**src/rtl/snn_ctrl_pkg.sv**
```systemverilog
// Shared definitions for the SNN timestep controller: default widths and FSM encoding.
package snn_ctrl_pkg;

  localparam int DEF_DATA_WIDTH  = 16;
  localparam int DEF_TIMER_WIDTH = 5;
  localparam int DEF_CYCLE_WIDTH = 8;

  typedef logic [2:0] state_t;

  localparam state_t S_IDLE    = 3'd0;
  localparam state_t S_CLEAR   = 3'd1;
  localparam state_t S_COMPUTE = 3'd2;
  localparam state_t S_SAMPLE  = 3'd3;
  localparam state_t S_NEXT    = 3'd4;
  localparam state_t S_READOUT = 3'd5;

endpackage

```
**src/rtl/snn_cycle_counter.sv**
```systemverilog
// Loadable down-counter with a zero flag; times the COMPUTE window of each timestep.
module snn_cycle_counter #(
  parameter int WIDTH = 8
) (
  input  logic             clk,
  input  logic             rstn,
  input  logic             load,
  input  logic             dec,
  input  logic [WIDTH-1:0] load_val,
  output logic             zero
);

  logic [WIDTH-1:0] count_q;
  logic [WIDTH-1:0] count_d;

  always_comb begin
    count_d = count_q;
    if (load) begin
      count_d = load_val;
    end else if (dec && (count_q != '0)) begin
      count_d = count_q - 1'b1;
    end
  end

  always_ff @(posedge clk or negedge rstn) begin
    if (!rstn) begin
      count_q <= '0;
    end else begin
      count_q <= count_d;
    end
  end

  assign zero = (count_q == '0);

endmodule

```
**src/rtl/snn_timestep_controller.sv**
```systemverilog
// Sequences a spiking-inference run: clear, T x (compute C cycles, sample, flush), then readout handshake.
module snn_timestep_controller
  import snn_ctrl_pkg::*;
#(
  parameter int DATA_WIDTH  = DEF_DATA_WIDTH,
  parameter int TIMER_WIDTH = DEF_TIMER_WIDTH,
  parameter int CYCLE_WIDTH = DEF_CYCLE_WIDTH
) (
  input  logic                   clk,
  input  logic                   rstn,
  input  logic                   start,
  input  logic [TIMER_WIDTH-1:0] cfg_timesteps,
  input  logic [CYCLE_WIDTH-1:0] cfg_compute_cycles,
  input  logic [DATA_WIDTH-1:0]  cfg_threshold,
  output logic [DATA_WIDTH-1:0]  threshold_out,
  output logic                   acc_clr_n,
  output logic                   array_en,
  output logic                   array_flush,
  output logic                   spike_sample,
  output logic [TIMER_WIDTH-1:0] timestep,
  output logic                   out_valid,
  input  logic                   out_ready,
  output logic                   busy,
  output logic                   done
);

  state_t                 state_q, state_d;
  logic [TIMER_WIDTH-1:0] t_cfg_q, t_cfg_d;
  logic [CYCLE_WIDTH-1:0] c_cfg_q, c_cfg_d;
  logic [DATA_WIDTH-1:0]  thr_q, thr_d;
  logic [TIMER_WIDTH-1:0] timestep_q, timestep_d;

  logic acc_clr_n_q, acc_clr_n_d;
  logic array_en_q, array_en_d;
  logic array_flush_q, array_flush_d;
  logic spike_sample_q, spike_sample_d;
  logic out_valid_q, out_valid_d;
  logic busy_q, busy_d;
  logic done_q, done_d;

  logic                   cyc_load;
  logic                   cyc_dec;
  logic                   cyc_zero;
  logic [CYCLE_WIDTH-1:0] cyc_load_val;

  // C==0 behaves as C==1, so both reload the counter with 0 (one compute cycle).
  assign cyc_load     = (state_q == S_CLEAR) || (state_q == S_NEXT);
  assign cyc_dec      = (state_q == S_COMPUTE);
  assign cyc_load_val = (c_cfg_q == '0) ? '0 : (c_cfg_q - 1'b1);

  snn_cycle_counter #(
    .WIDTH (CYCLE_WIDTH)
  ) u_cycle_counter (
    .clk      (clk),
    .rstn     (rstn),
    .load     (cyc_load),
    .dec      (cyc_dec),
    .load_val (cyc_load_val),
    .zero     (cyc_zero)
  );

  always_ff @(posedge clk or negedge rstn) begin
    if (!rstn) begin
      state_q        <= S_IDLE;
      t_cfg_q        <= '0;
      c_cfg_q        <= '0;
      thr_q          <= '0;
      timestep_q     <= '0;
      acc_clr_n_q    <= 1'b1;
      array_en_q     <= 1'b0;
      array_flush_q  <= 1'b0;
      spike_sample_q <= 1'b0;
      out_valid_q    <= 1'b0;
      busy_q         <= 1'b0;
      done_q         <= 1'b0;
    end else begin
      state_q        <= state_d;
      t_cfg_q        <= t_cfg_d;
      c_cfg_q        <= c_cfg_d;
      thr_q          <= thr_d;
      timestep_q     <= timestep_d;
      acc_clr_n_q    <= acc_clr_n_d;
      array_en_q     <= array_en_d;
      array_flush_q  <= array_flush_d;
      spike_sample_q <= spike_sample_d;
      out_valid_q    <= out_valid_d;
      busy_q         <= busy_d;
      done_q         <= done_d;
    end
  end

  always_comb begin
    state_d    = state_q;
    t_cfg_d    = t_cfg_q;
    c_cfg_d    = c_cfg_q;
    thr_d      = thr_q;
    timestep_d = timestep_q;
    case (state_q)
      S_IDLE: begin
        if (start) begin
          t_cfg_d = cfg_timesteps;
          c_cfg_d = cfg_compute_cycles;
          thr_d   = cfg_threshold;
          if (cfg_timesteps != '0) begin
            state_d    = S_CLEAR;
            timestep_d = '0;
          end
        end
      end
      S_CLEAR:   state_d = S_COMPUTE;
      S_COMPUTE: if (cyc_zero) state_d = S_SAMPLE;
      S_SAMPLE: begin
        if (timestep_q == (t_cfg_q - 1'b1)) begin
          state_d = S_READOUT;
        end else begin
          state_d    = S_NEXT;
          timestep_d = timestep_q + 1'b1;
        end
      end
      S_NEXT:    state_d = S_COMPUTE;
      S_READOUT: if (out_ready) state_d = S_IDLE;
      default:   state_d = S_IDLE;
    endcase
  end

  // Outputs are decoded from the next state so every port comes straight from a flop.
  always_comb begin
    acc_clr_n_d    = (state_d != S_CLEAR);
    array_en_d     = (state_d == S_COMPUTE);
    array_flush_d  = (state_d == S_NEXT);
    spike_sample_d = (state_d == S_SAMPLE);
    out_valid_d    = (state_d == S_READOUT);
    busy_d         = (state_d != S_IDLE);
    done_d         = ((state_q == S_READOUT) && out_ready) ||
                     ((state_q == S_IDLE) && start && (cfg_timesteps == '0));
  end

  assign threshold_out = thr_q;
  assign timestep      = timestep_q;
  assign acc_clr_n     = acc_clr_n_q;
  assign array_en      = array_en_q;
  assign array_flush   = array_flush_q;
  assign spike_sample  = spike_sample_q;
  assign out_valid     = out_valid_q;
  assign busy          = busy_q;
  assign done          = done_q;

endmodule

```
**config.mk**
```make
export PLATFORM = sky130hd
export DESIGN_NAME = snn_timestep_controller
export DESIGN_NICKNAME = d
export VERILOG_FILES = /design/src/rtl/snn_ctrl_pkg.sv /design/src/rtl/snn_cycle_counter.sv /design/src/rtl/snn_timestep_controller.sv
export SDC_FILE = /design/constraint.sdc
export NUM_CORES = 1
export LEC_CHECK = 0
export CORE_ASPECT_RATIO = 2
export CORE_UTILIZATION = 53
export CTS_CLUSTER_SIZE = 30
export DETAILED_ROUTE_END_ITERATION = 8
export PLACE_DENSITY = 0.89
export SYNTH_ARGS = -nofsm -noshare
export SYNTH_HDL_FRONTEND = slang
export SYNTH_HIERARCHICAL = 1
export SYNTH_SLANG_ARGS = --single-unit
```
**constraint.sdc**
```tcl
create_clock -name clk -period 5.2 [get_ports clk]
set_clock_uncertainty 0.05 [all_clocks]
set_input_delay 1.04 -clock clk [delete_from_list [all_inputs] [get_ports clk]]
set_output_delay 1.04 -clock clk [all_outputs]
set_load 0.01 [all_outputs]
```
### Word level (Yosys, flattened, before mapping)

Index checks and enable logic that the tools add are counted.

* output and inout bits: 28
* register bits: 52
* bits of input ports: 33
* word-level logic and storage cells: 62

* $add $sub $neg: 4
* equal/unequal tests: 14
* reduce and logical (&&, ||, !) cells: 18
* mux-type cells: 13

Operator list (number)
* $mux W8: 3
* $logic_not A8 Y1: 2
* $sub A8 B1 Y8 const B: 2
* $mux W5: 3
* $pmux W3 S5: 1
* $eq A3 B2 Y1 const B: 4
* $eq A3 B3 Y1 const B: 4
* $mux W3: 4
* $pmux W5 S2: 1
* $reduce_bool A8 Y1: 1
* $ne A2 B2 Y1 const B: 3
* $add A5 B1 Y5 const B: 1
* $eq A5 B5 Y1: 1
* $logic_not A5 Y1: 1
* $reduce_bool A5 Y1: 1
* $sub A5 B1 Y5 const B: 1
* $logic_and A1 B1 Y1: 4
* $reduce_and A4 Y1: 1
* $reduce_bool A2 Y1: 2
* $eq A3 B1 Y1 const B: 1
* $logic_not A3 Y1: 1
* $ne A3 B1 Y1 const B: 1
* $reduce_bool A3 Y1: 1
* $logic_or A1 B1 Y1: 2
* 3 further kinds: 3

### Longest topological paths before layout

Gate-level depths: netlist (run 1).

* depth after elaboration: 5
* depth in mapped cells: 8
* gate-level depth less buffers: 8

### Cells and area by module

The synthesis (run 1) kept the hierarchy.

By module, submodules not included
* snn_timestep_controller: instances 1, cells an instance 167, area an instance 2015.7 µm²
* snn_cycle_counter: instances 1, cells an instance 58, area an instance 528.0 µm²

### Worst setup path before layout (run 1)

OpenSTA, ideal clock, no wires.

* kind: input to register
* start: input port cfg_timesteps[0]
* end: register busy_q, in the netlist busy
* stages on the path: 4
* path slack: 2773 ps
* buffers on the path: 0
* arrival: 2245 ps
* path through: or4_4 > o21ai_4 > o211ai_4 > or3_1

* word-level cells in the longest chain between the ends: 5

RTL lines
* start, declared: RTL line snn_timestep_controller.sv:12 `input logic [TIMER_WIDTH-1:0] cfg_timesteps,`
* $reduce_bool A5 Y1: RTL line snn_timestep_controller.sv:104 `if (cfg_timesteps != '0) begin`
* $mux W3: RTL line snn_timestep_controller.sv:104
* $mux W3: RTL line snn_timestep_controller.sv:100 `if (start) begin`
* $pmux W3 S5: RTL line snn_timestep_controller.sv:98 `case (state_q)`
* named net state_d[0]: RTL line snn_timestep_controller.sv:27 `state_t state_q, state_d;`
* $reduce_bool A3 Y1: RTL line snn_timestep_controller.sv:133 `busy_d = (state_d != S_IDLE);`
* named net busy_d: RTL line snn_timestep_controller.sv:38 `logic busy_q, busy_d;`
* end signal, assigned: RTL line snn_timestep_controller.sv:87 `busy_q <= busy_d;`
* end, declared: RTL line snn_timestep_controller.sv:38

The timed path passes the listed nets, and every way through them passes these cells.
A chain may end at the register's enable or synchronous reset.

### Final worst setup path (run 1)

Same ends and word-level chain as after synthesis.

==> results.md, run 1 <==
* Outcome: completed
* Critical path startpoint category: input port
* Largest net degree at the start of global routing at 53
* Reg2reg setup slack at 2670 ps
* R2r worst-path depth at 5
* Worst Hold Class: flip-flop to flip-flop
* Area growth syn-to-layout at 28.38%
* Synth Instances at 225
* RSZ-0062 raised after global routing: false
* Leading area contributor after synthesis: dfrtp_1
* CTS clk-pin slew, worst paths at 90 ps
* # resized after CTS at 0
* Port Buffers at 60
* Critical Path Max Stage Delay at 560 ps
* Synth Warn # at 6
* Crit-path cells: clkdlybuf4s50_1 > or4_4 > o21ai_4 > o211ai_4 > or3_1
* TNS Setup at 0 ps
* Synth Flop Type: dfrtp_1
* Leading post-synthesis cells by cell area: dfrtp_1 50%, mux2_2 11%, ha_1 2.5%
* Fin crit share at 51.23%
* HPWL after DPL at 4.044 mm
* Total track usage at 23.48%
* Hold Vio Cnt, Final at 0
* RR Endpoint: u_cycle_counter/count_q[7]
* Ys async rst share at 100.0%
* CORE AREA at 0.004598 mm2
* Power Density at 573.2 mW/mm2
* Most frequent cells in the layout: 59 x clkdlybuf4s50_1, 51 x dfrtp_1, 24 x mux2_2
* Clock power share at 11.4%
* Critical Path Fanout Max at 7
* I/O pin total at 61
* Relative slew slack at 26.01%
* EDFF count, synth at 0
* Post-synth net total at 263
* Iter 0 DRT Violations at 56
* FF+latch count, synth at 52
* Worst path slowest cell: or4_4
* Vias in the first global route at 2032
* Synthesized area at 0.002544 mm2
* Longest Clk Path Bufs at 2
* Sw frac at 38.07%
* Critical path data arrival time at 2790 ps
* Clk_lat worst skew at 290 ps
* Hold wc startpoint: threshold_out[8]
* Drt drc at 0
* First-pass GRT wire length at 9.045 mm
* Grt total ovfl at 0
* Ant diodes at 0
* Critical path class: input port to flip-flop
* Finished Core Util at 71.02%
* Worst Setup EP: busy
* Setup bufs post-CTS at 0
* Post-DRT Antenna Nets at 0
* Internal power at 0.001159 W
* R2R Path Start: state_q[0]
* Min Tclk post-route at 2664 ps
* Clk sinks at 52
* Netlist cell types at 50
* Worst path required time at 5330 ps
* CTS tree: built
* Total die area at 0.005097 mm2
* Share of the synthesized area in the top cell type at 50.17%
* Final setup violating endpoints at 0
* Drt wl/cell at 15.72 um
* DR vias/cell at 5.804
* Starting Density at 55.32%
* VDD IR-drop max at 0.4102 mV
* Comb power frac at 49.3%
* Highest clock rate at 375.4 MHz
* Die height at 99.97 um
* Placer Congestion at 0.8939
* Root Buffer: clkbuf_8
* H-tree depth at 2
* Flop pwr share at 39.3%
* DRT Wirelength at 5.376 mm
* Non-filler cells, final at 342
* LEAKAGE at 1.402 nW
* Switch Pwr at 0.0007125 W
* Drt first pass iters at 4
* Max-Cap Viols at 0
* Fin nets at 325
* DP Cell Count at 335
* Initial antenna violation count at 0
* Worst-margin pin slew at 1110 ps
* Sequential cell area fraction in the yosys report at 51.21%
* CTS Hold Bufs at 0
* Crit path launch: cfg_timesteps[0]
* Final Max Slew Viols at 0
* Post-Syn Area per Cell at 11.31 um2
* Row count at 35
* Total CTS buffers at 5
* Chip Width at 50.99 um
* Most common cell after layout, fill and taps aside: clkdlybuf4s50_1
* Via count at 1985
* CP endpoint kind: flip-flop
* Share of post-route cells with drive strength above 1 at 14.63%
-- registers in the layout, indices dropped and copies added, names as in the netlist --
signal and flops:
threshold_out 16, c_cfg_q 8, u_cycle_counter/count_q 8, t_cfg_q 5, timestep 5, state_q 3, acc_clr_n 1, array_en 1
array_flush 1, busy 1, done 1, out_valid 1, spike_sample 1
-- Yosys cell counts, drive strengths merged (4+ instances only) --
master  count
mux2       24
nor3b       4
or3         4
xnor2       4
o211ai      6
o21ai      13
nand3       4
nor3        6
ha          5
a21oi       5
inv        13
and2        4
xor2        4
or4         4
mux2i       5
nor2       14
nand2      14
dfrtp      51
buf         4
a31oi       4
-- worst max-delay path, delay by kind of cell --
family / cells / cell delay [ps]
AOI/OAI and AO/OA: 2 / 400
buffers and inverters: 1 / 420
and+or+nand+nor: 2 / 930
-- power groups by stage --
stage          Sequential (W)  Clock, W  Combinational, W
2_1_floorplan        0.000745         0          0.000574
3_3_place_gp         0.000730         0          0.000885
4_1_cts              0.000734  0.000218          0.000925
5_1_grt              0.000763  0.000234           0.00101
3_5_place_dp         0.000743         0          0.000921
6_report             0.000736  0.000213          0.000923
-- through the flow --
stage / total power, W / setup slack [ps] / hold WS, ps / instance area [um2]
2_1_floorplan: 0.001319 / 2773 / 444.9 / 2544
3_5_place_dp: 0.001664 / 2209 / 446.0 / 3188
3_3_place_gp: 0.001615 / 2286 / 438.4 / 3188
6_report: 0.001872 / 2536 / 459.8 / 3266
5_1_grt: 0.002009 / 2401 / 483.4 / 3266
4_1_cts: 0.001878 / 2531 / 466.0 / 3266
-- layer usage --
layer	GRT usage [%]	vias up	routed length, um
met5	0	-	0
met2	46.56	70	3200
met4	6.838	0	72
li1	-	935	-
met3	3.939	10	177
met1	23.48	970	1925
-- logic make-up (layout without fill, tap and decap cells) --
family / after synthesis / after routing / share of synthesized area (%)
compound gates: 41 / 41 / 12.15
xor+xnor: 8 / 8 / 2.754
fa+ha+maj: 5 / 5 / 2.459
buf+inv: 20 / 82 / 3.148
flops: 52 / 52 / 51.21
mux: 29 / 29 / 12.59
simple gates: 70 / 70 / 15.69
-- layout make-up --
type / instances / area, um2
sequential: 52 / 1303
fill: 345 / 1333
multi-input combinational: 153 / 1161
tap: 55 / 68.82
clock inverter: 1 / 5.005
clock buffer: 6 / 72.57
timing repair buffer: 61 / 603.1
inverter: 14 / 52.55
-- worst min-delay path by stage --
| stage | end | slack, ps | cells past startpoint |
|---|---|---|---|
| 6_report | threshold_out[8] | 460 | 1 |
| 5_1_grt | threshold_out[13] | 480 | 1 |
| 4_1_cts | threshold_out[8] | 470 | 1 |
| 3_5_place_dp | threshold_out[3] | 450 | 1 |
| 3_3_place_gp | threshold_out[5] | 440 | 1 |
| 2_1_floorplan | c_cfg_q[6] | 440 | 1 |
No activity file was read; power rests on OpenSTA's default activity.
==> run 2: changes to the inputs <==
CORE_UTILIZATION = 45   (was 53)
PLACE_DENSITY = 0.8   (was 0.89)
clock period = 2.3 ns   (was 5.2 ns; I/O delays follow)
==> run 2 against run 1 <==
Against the previous run:
- sequential share of layout area decreased by 1.2 points
- cell count increased by 3.8%
- non-clock buffer count increased by 7
- register-to-register slack got worse by 2500 ps
- routed wire length decreased by 2.1%
- clock power increased to 3.0 times the previous value
- total power increased by 140%
- critical endpoint unchanged
- utilization decreased by 8.8 points
==> results.md, run 2 (synthesis gave the netlist of run 1 again) <==
* RSZ-0062 raised after global routing: false
* First-pass GRT wire length at 8.935 mm (-1.2%)
* Max-Cap Viols at 0 (unchanged)
* Total track usage at 21.03% (-2.4 points)
* Max reg flops at 16 (unchanged)
* Setup bufs post-CTS at 0 (unchanged)
* Worst Hold Class: input port to async pin
* Clk_lat worst skew at 310 ps (+20 ps)
* Crit-path cells: inv_1 > ha_1 > or3b_2 > nor2_1 > and2_1 > a31oi_1 > o211ai_4 > or3_1
* Root Buffer: clkbuf_8
* Most frequent cells in the layout: 59 x clkdlybuf4s50_1, 51 x dfrtp_1, 24 x mux2_2
* Chip Width at 55.17 um (+8.2%)
* Placer Congestion at 0.8595 (-3.8%)
* Clk sinks at 52 (unchanged)
* Via count at 1981 (-0.20%)
* Worst path slowest cell: dfrtp_1
* DRT Wirelength at 5.265 mm (-2.1%)
* Fin nets at 332 (+2.2%)
* Row count at 38 (+8.6%)
* VDD IR-drop max at 0.8196 mV (+100%)
* Most common cell after layout, fill and taps aside: clkdlybuf4s50_1
* Final Max Slew Viols at 0 (unchanged)
* Hold Slack at 51.17 ps (-408.7 ps)
* Worst-margin pin slew at 668.9 ps (-440.9 ps)
* Hold Vio Cnt, Final at 0 (unchanged)
* Ant diodes at 0 (unchanged)
* Critical path startpoint category: flip-flop
* Longest Clk Path Bufs at 2 (unchanged)
* Critical path class: flip-flop to flip-flop
* # resized after CTS at 0 (unchanged)
* Internal power at 0.002798 W (+140%)
* Iter 0 DRT Violations at 32 (-43%)
* FF/Latch Area at 0.001303 mm2 (unchanged)
* Final setup violating endpoints at 0 (unchanged)
* Total die area at 0.005976 mm2 (+17%)
* CORE AREA at 0.005420 mm2 (+18%)
* Largest net degree at the start of global routing at 34 (-36%)
* DP Cell Count at 347 (+3.6%)
* TNS Setup at 0 ps (unchanged)
* Drt wl/cell at 14.83 um (-5.7%)
* H-tree depth at 2 (unchanged)
* Comb power frac at 48.4% (-0.9 points)
* Drt drc at 0 (unchanged)
* Flop pwr share at 37.4% (-1.9 points)
* Post-DRT Antenna Nets at 0 (unchanged)
* CTS tree: built
* Starting Density at 46.93% (-8.4 points)
* CTS Hold Bufs at 0 (unchanged)
* Outcome: completed
* DR vias/cell at 5.580 (-3.9%)
* Vias in the first global route at 2012 (-0.98%)
* Grt total ovfl at 0 (unchanged)
* Reg2reg setup slack at 180 ps (-2490 ps)
* Tot Pwr at 0.004415 W (+140%)
* Relative slew slack at 55.00% (+29 points)
* Critical path data arrival time at 2270 ps (-520 ps)
* Cell area after layout at 0.003371 mm2 (+3.2%)
* Total CTS buffers at 5 (unchanged)
* Port Buffers at 60 (unchanged)
* Power Density at 1310 mW/mm2 (+130%)
* Highest clock rate at 472.2 MHz
* Critical Path Max Stage Delay at 390 ps (-170 ps)
* Fin crit share at 92.08%
* Area growth syn-to-layout at 32.51%
* Drt first pass iters at 4 (unchanged)
* FILL cells at 461 (+34%)
* CTS clk-pin slew, worst paths at 100 ps (about the same)
* Non-filler cells, final at 355 (+3.8%)
* Area after DPL at 0.003259 mm2 (+2.2%)
* Initial antenna violation count at 0 (unchanged)
* Min Tclk post-route at 2118 ps
* Critical Path Fanout Max at 4 (-3)
* Share of post-route cells with drive strength above 1 at 16.95% (+2.3 points)
* HPWL after DPL at 4.042 mm (about the same)
* Sw frac at 36.62% (-1.4 points)
* Clock power share at 14.3% (+2.9 points)
* LEAKAGE at 1.456 nW (+3.9%)
* Worst path required time at 2450 ps (-2880 ps)
* Switch Pwr at 0.001617 W (+130%)
* Multi-input combinational cell area at 0.001161 mm2 (unchanged)
* Die height at 108.3 um (+8.4%)
* I/O pin total at 61 (unchanged)
* CP endpoint kind: flip-flop
run 2: cell count changes in the layout (fill, tap and decap cells not counted):
cell / change
buf_12: +1
buf_4: +6
bufinv_16: +1
clkinv_2: -1
inv_6: +1
run 2: cell type report:
type	instances	area share, %
Clock inverter	2	1.151
Clock buffer	6	2.153
Multi-Input combinational cell	153	34.45
Sequential cell	52	38.64
Inverter	14	1.559
Timing Repair Buffer	68	19.82
Tap cell	60	2.227
run 2: final timing paths:
check / from / end / cells after the start
setup / recovery: u_cycle_counter/count_q[0] / busy / 8
hold / removal: rstn / u_cycle_counter/count_q[4] / 1
setup reg to reg: u_cycle_counter/count_q[0] / busy / 8
hold reg to reg: threshold_out[15] / threshold_out[15] / 1
max in group asynchronous: rstn / acc_clr_n / 2
min in group clk: threshold_out[15] / threshold_out[15] / 1
run 2: metal layers:
metal	GRT usage [%]	up-vias	wire, um
met3	4.641	11	222
met4	9.286	0	123
met2	37.35	58	2979
li1	-	950	-
met1	22.22	962	1940
met5	0	-	0
run 2: critical path: cells and delay by family (launching register included):
| kind | cells | cell delay [ps] |
|---|---|---|
| adders and majority gates | 1 | 240 |
| DFF | 1 | 390 |
| buffers and inverters | 1 | 90 |
| and+or+nand+nor | 4 | 810 |
| AOI/OAI and AO/OA | 2 | 420 |
run 2: per-stage QoR:
stage / util, % / worst slack (ps)
after global placement: 60.13 / 55.90
after CTS: 62.19 / 198.8
final: 62.19 / 182.1
after floorplan: - / 140.7
after detailed placement: 60.13 / -7.846
after global routing: 62.19 / 94.51
run 2: power groups by stage:
stage,clock network [W],registers [W],logic [W]
final,0.000630,0.00165,0.00214
after global routing,0.000679,0.00172,0.00237
after CTS,0.000649,0.00165,0.00215
after detailed placement,0,0.00167,0.00214
after global placement,0,0.00165,0.00208
after floorplan,0,0.00168,0.00130
==> run 3: changes to the inputs <==
ABC_AREA = 1   (was unset)
HOLD_SLACK_MARGIN = 0.12   (was unset)
==> run 3 against run 2 <==
Against the previous run:
- utilization is 0.52 points lower
- fmax is 7.4% higher
- non-clock buffer count is 3 lower
- setup slack better by 150 ps
- flip-flop and latch count stayed put
- hold slack better by 130 ps
- synthesized cell count is 44% higher
- the flow now finishes with violations (DRC)
- highest routed layer unchanged
- die area is 6.4% higher
- total power is 9.0% higher
- routed wire length is 19% higher
- sequential share of layout area is 2.0 points lower
==> results.md, run 3 <==
* Outcome: finished with violations
* Violated checks: DRC
* CTS tree: built
* Area after DPL at 0.003403 mm2 (+4.4%)
* Final Max Slew Viols at 0 (unchanged)
* Critical path startpoint category: flip-flop
* Final setup margin at 328.9 ps (+146.8 ps)
* I/O pin total at 61 (unchanged)
* Area share of fa/ha/maj cells after synthesis at 2.307% (-0.15 points)
* Total die area at 0.006358 mm2 (+6.4%)
* Port Buffers at 60 (unchanged)
* Ant diodes at 0 (unchanged)
* Max reg flops at 16 (unchanged)
* Clk_lat worst skew at 290 ps (-20 ps)
* Netlist cell types at 31 (-38%)
* Post-synthesis compound-gate area fraction at 5.353% (-6.8 points)
* Ys async rst share at 100.0% (unchanged)
* Chip Width at 56.89 um (+3.1%)
* FILL cells at 505 (+9.5%)
* Post-synthesis xor/xnor area fraction at 1.292% (-1.5 points)
* Sequential cell area fraction in the yosys report at 48.04% (-3.2 points)
* Synthesized area at 0.002711 mm2 (+6.6%)
* Drt drc at 4 (+4)
* Largest family of logic cells by synthesized area: simple AND/OR/NAND/NOR gates
* Top-count cell post-synth: nand2_1
* VDD IR-drop max at 0.6852 mV (-16%)
* # resized after CTS at 0 (unchanged)
* Highest clock rate at 507.3 MHz (+7.4%)
* Min Tclk post-route at 1971 ps (-146.8 ps)
* Vias in the first global route at 2433 (+21%)
* EDFF count, synth at 0 (unchanged)
* Longest Clk Path Bufs at 2 (unchanged)
* CORE AREA at 0.005758 mm2 (+6.2%)
* Fin crit share at 85.70% (-6.4 points)
* Clk sinks at 52 (unchanged)
* TNS Setup at 0 ps (unchanged)
* Total track usage at 22.08% (+1.0 points)
* Simple-gate portion of the synthesized area at 27.73% (+12 points)
* Most common cell after layout, fill and taps aside: nand2_1
* CP endpoint kind: flip-flop
* Most frequent cells in the layout: 89 x nand2_1, 59 x clkdlybuf4s50_1, 51 x dfrtp_1
* Post-DRT Antenna Nets at 0 (unchanged)
* CTS Hold Bufs at 0 (unchanged)
* DRT Wirelength at 6.251 mm (+19%)
* Grt total ovfl at 0 (unchanged)
* Die height at 111.8 um (+3.2%)
* Worst-margin pin slew at 744.5 ps (+75.59 ps)
* Synth Instances at 325 (+44%)
* Max-Cap Viols at 0 (unchanged)
* Final setup violating endpoints at 0 (unchanged)
* DR vias/cell at 5.093 (-8.7%)
* Area growth syn-to-layout at 30.96%
* Mux contribution to synthesized area at 8.306% (-4.3 points)
* Critical path data arrival time at 2110 ps (-160 ps)
* Critical path class: flip-flop to flip-flop
* Setup bufs post-CTS at 0 (unchanged)
* FF+latch count, synth at 52 (unchanged)
* Power Density at 1356 mW/mm2 (+3.5%)
* Synth Flop Type: dfrtp_1
* Drt first pass iters at 6 (+2)
* RSZ-0062 raised after global routing: false
* CTS clk-pin slew, worst paths at 70 ps (-30 ps)
* Post-Syn Area per Cell at 8.343 um2 (-26%)
* Leading post-synthesis cells by cell area: dfrtp_1 47%, nand2_1 12%, mux2_2 8.3%
* Via count at 2312 (+17%)
* Share of the synthesized area in the top cell type at 47.07% (-3.1 points)
* Worst slack, placed at 329.2 ps (+337.0 ps)
* Reg2reg setup slack at 330 ps (+150 ps)
* LEAKAGE at 1.706 nW (+17%)
* Root Buffer: clkbuf_16
* Leading area contributor after synthesis: dfrtp_1
* Fin nets at 430 (+30%)
* Drt wl/cell at 13.77 um (-7.2%)
* Row count at 39 (+2.6%)
* Total CTS buffers at 5 (unchanged)
* Iter 0 DRT Violations at 80 (+150%)
* Share of post-route cells with drive strength above 1 at 13.49% (-3.5 points)
* Critical Path Fanout Max at 6 (+2)
* Synth Warn # at 6 (unchanged)
* H-tree depth at 2 (unchanged)
* Hold Vio Cnt, Final at 0 (unchanged)
* First-pass GRT wire length at 10.85 mm (+21%)
* Initial antenna violation count at 0 (unchanged)
* Placer Congestion at 0.8726 (+1.5%)
* Largest net degree at the start of global routing at 35 (+2.9%)
* Relative slew slack at 50.37% (-4.6 points)
* HPWL after DPL at 4.805 mm (+19%)
* Worst path required time at 2440 ps (about the same)
* Starting Density at 47.09% (+0.16 points)
* Post-synth net total at 363 (+38%)
* Worst Hold Class: input port to async pin
* Cell area after layout at 0.003551 mm2 (+5.3%)
* Synth cell count leaders: 89 x nand2_1, 51 x dfrtp_1, 38 x inv_1
-- run 3: cell count changes after synthesis, sizes merged, moves of 4 or more --
cell and change:
o211ai -6, mux2 -4, nand2 +80, a21oi +5, and2 -4, or3 -4, inv +28, nand3 +23
or4 -4, a31oi -4, mux2i -5, nor2 +25
-- run 3: final cells by class --
class	count	area, um2	share of cell area, %
Multi-Input combinational cell	226	1220	34.36
Inverter	42	158.9	4.475
Sequential cell	52	1303	36.68
Timing Repair Buffer	65	645.6	18.18
Tap cell	61	76.32	2.149
Clock buffer	5	125.1	3.524
Clock inverter	3	22.52	0.6342
-- run 3: kinds of logic (layout without fill, tap and decap cells) --
logic type	count (synthesis)	in the layout
fa+ha+maj	5	5
mux	20	20
flops	52	52
compound gates	25	25
simple gates	172	172
xor+xnor	4	4
buf+inv	47	115
-- run 3: path summary, 6_finish.rpt --
check | start | end | cells past startpoint
setup / recovery | c_cfg_q[0] | u_cycle_counter/count_q[2] | 12
hold / removal | rstn | t_cfg_q[1] | 1
setup reg to reg | c_cfg_q[0] | u_cycle_counter/count_q[2] | 12
hold reg to reg | t_cfg_q[1] | t_cfg_q[1] | 2
max in group asynchronous | rstn | threshold_out[3] | 2
min in group clk | t_cfg_q[1] | t_cfg_q[1] | 2
-- run 3: per-stage QoR --
step / utilization, % / total power (W) / hold slack [ps] / std cells
after global routing: 61.67 / 0.005236 / 250.7 / 454
after global placement: 59.10 / 0.003988 / 438.3 / 446
after CTS: 61.67 / 0.004858 / 208.9 / 454
final: 61.67 / 0.004814 / 181.7 / 454
after detailed placement: 59.10 / 0.004082 / 441.7 / 446
after floorplan: - / 0.003199 / 114.4 / 325
-- run 3: worst max-delay path: stages (launching register included) --
cell	delay, ps
dfrtp_1	380
inv_1	120
ha_1	180
nand2_1	70
nor2_1	160
nand2_1	90
or2_2	330
nor2_4	160
a21oi_1	60
nand2_1	60
o21ai_0	80
nand2_1	80
nand2_1	50
-- run 3: layer usage --
metal / share of wire, % / track usage (%) / vias up
met5: 0 / 0 / -
met4: 4.7 / 12.20 / 0
met3: 3.0 / 3.368 / 20
met2: 56 / 40.86 / 55
met1: 36 / 22.74 / 1075
li1: - / - / 1162
-- run 3: where the power goes --
group | internal, W | switching (W)
sequential | 0.00133 | 0.000305
combinational | 0.00113 | 0.00131
clock | 0.000407 | 0.000338
total | 0.00286 | 0.00195
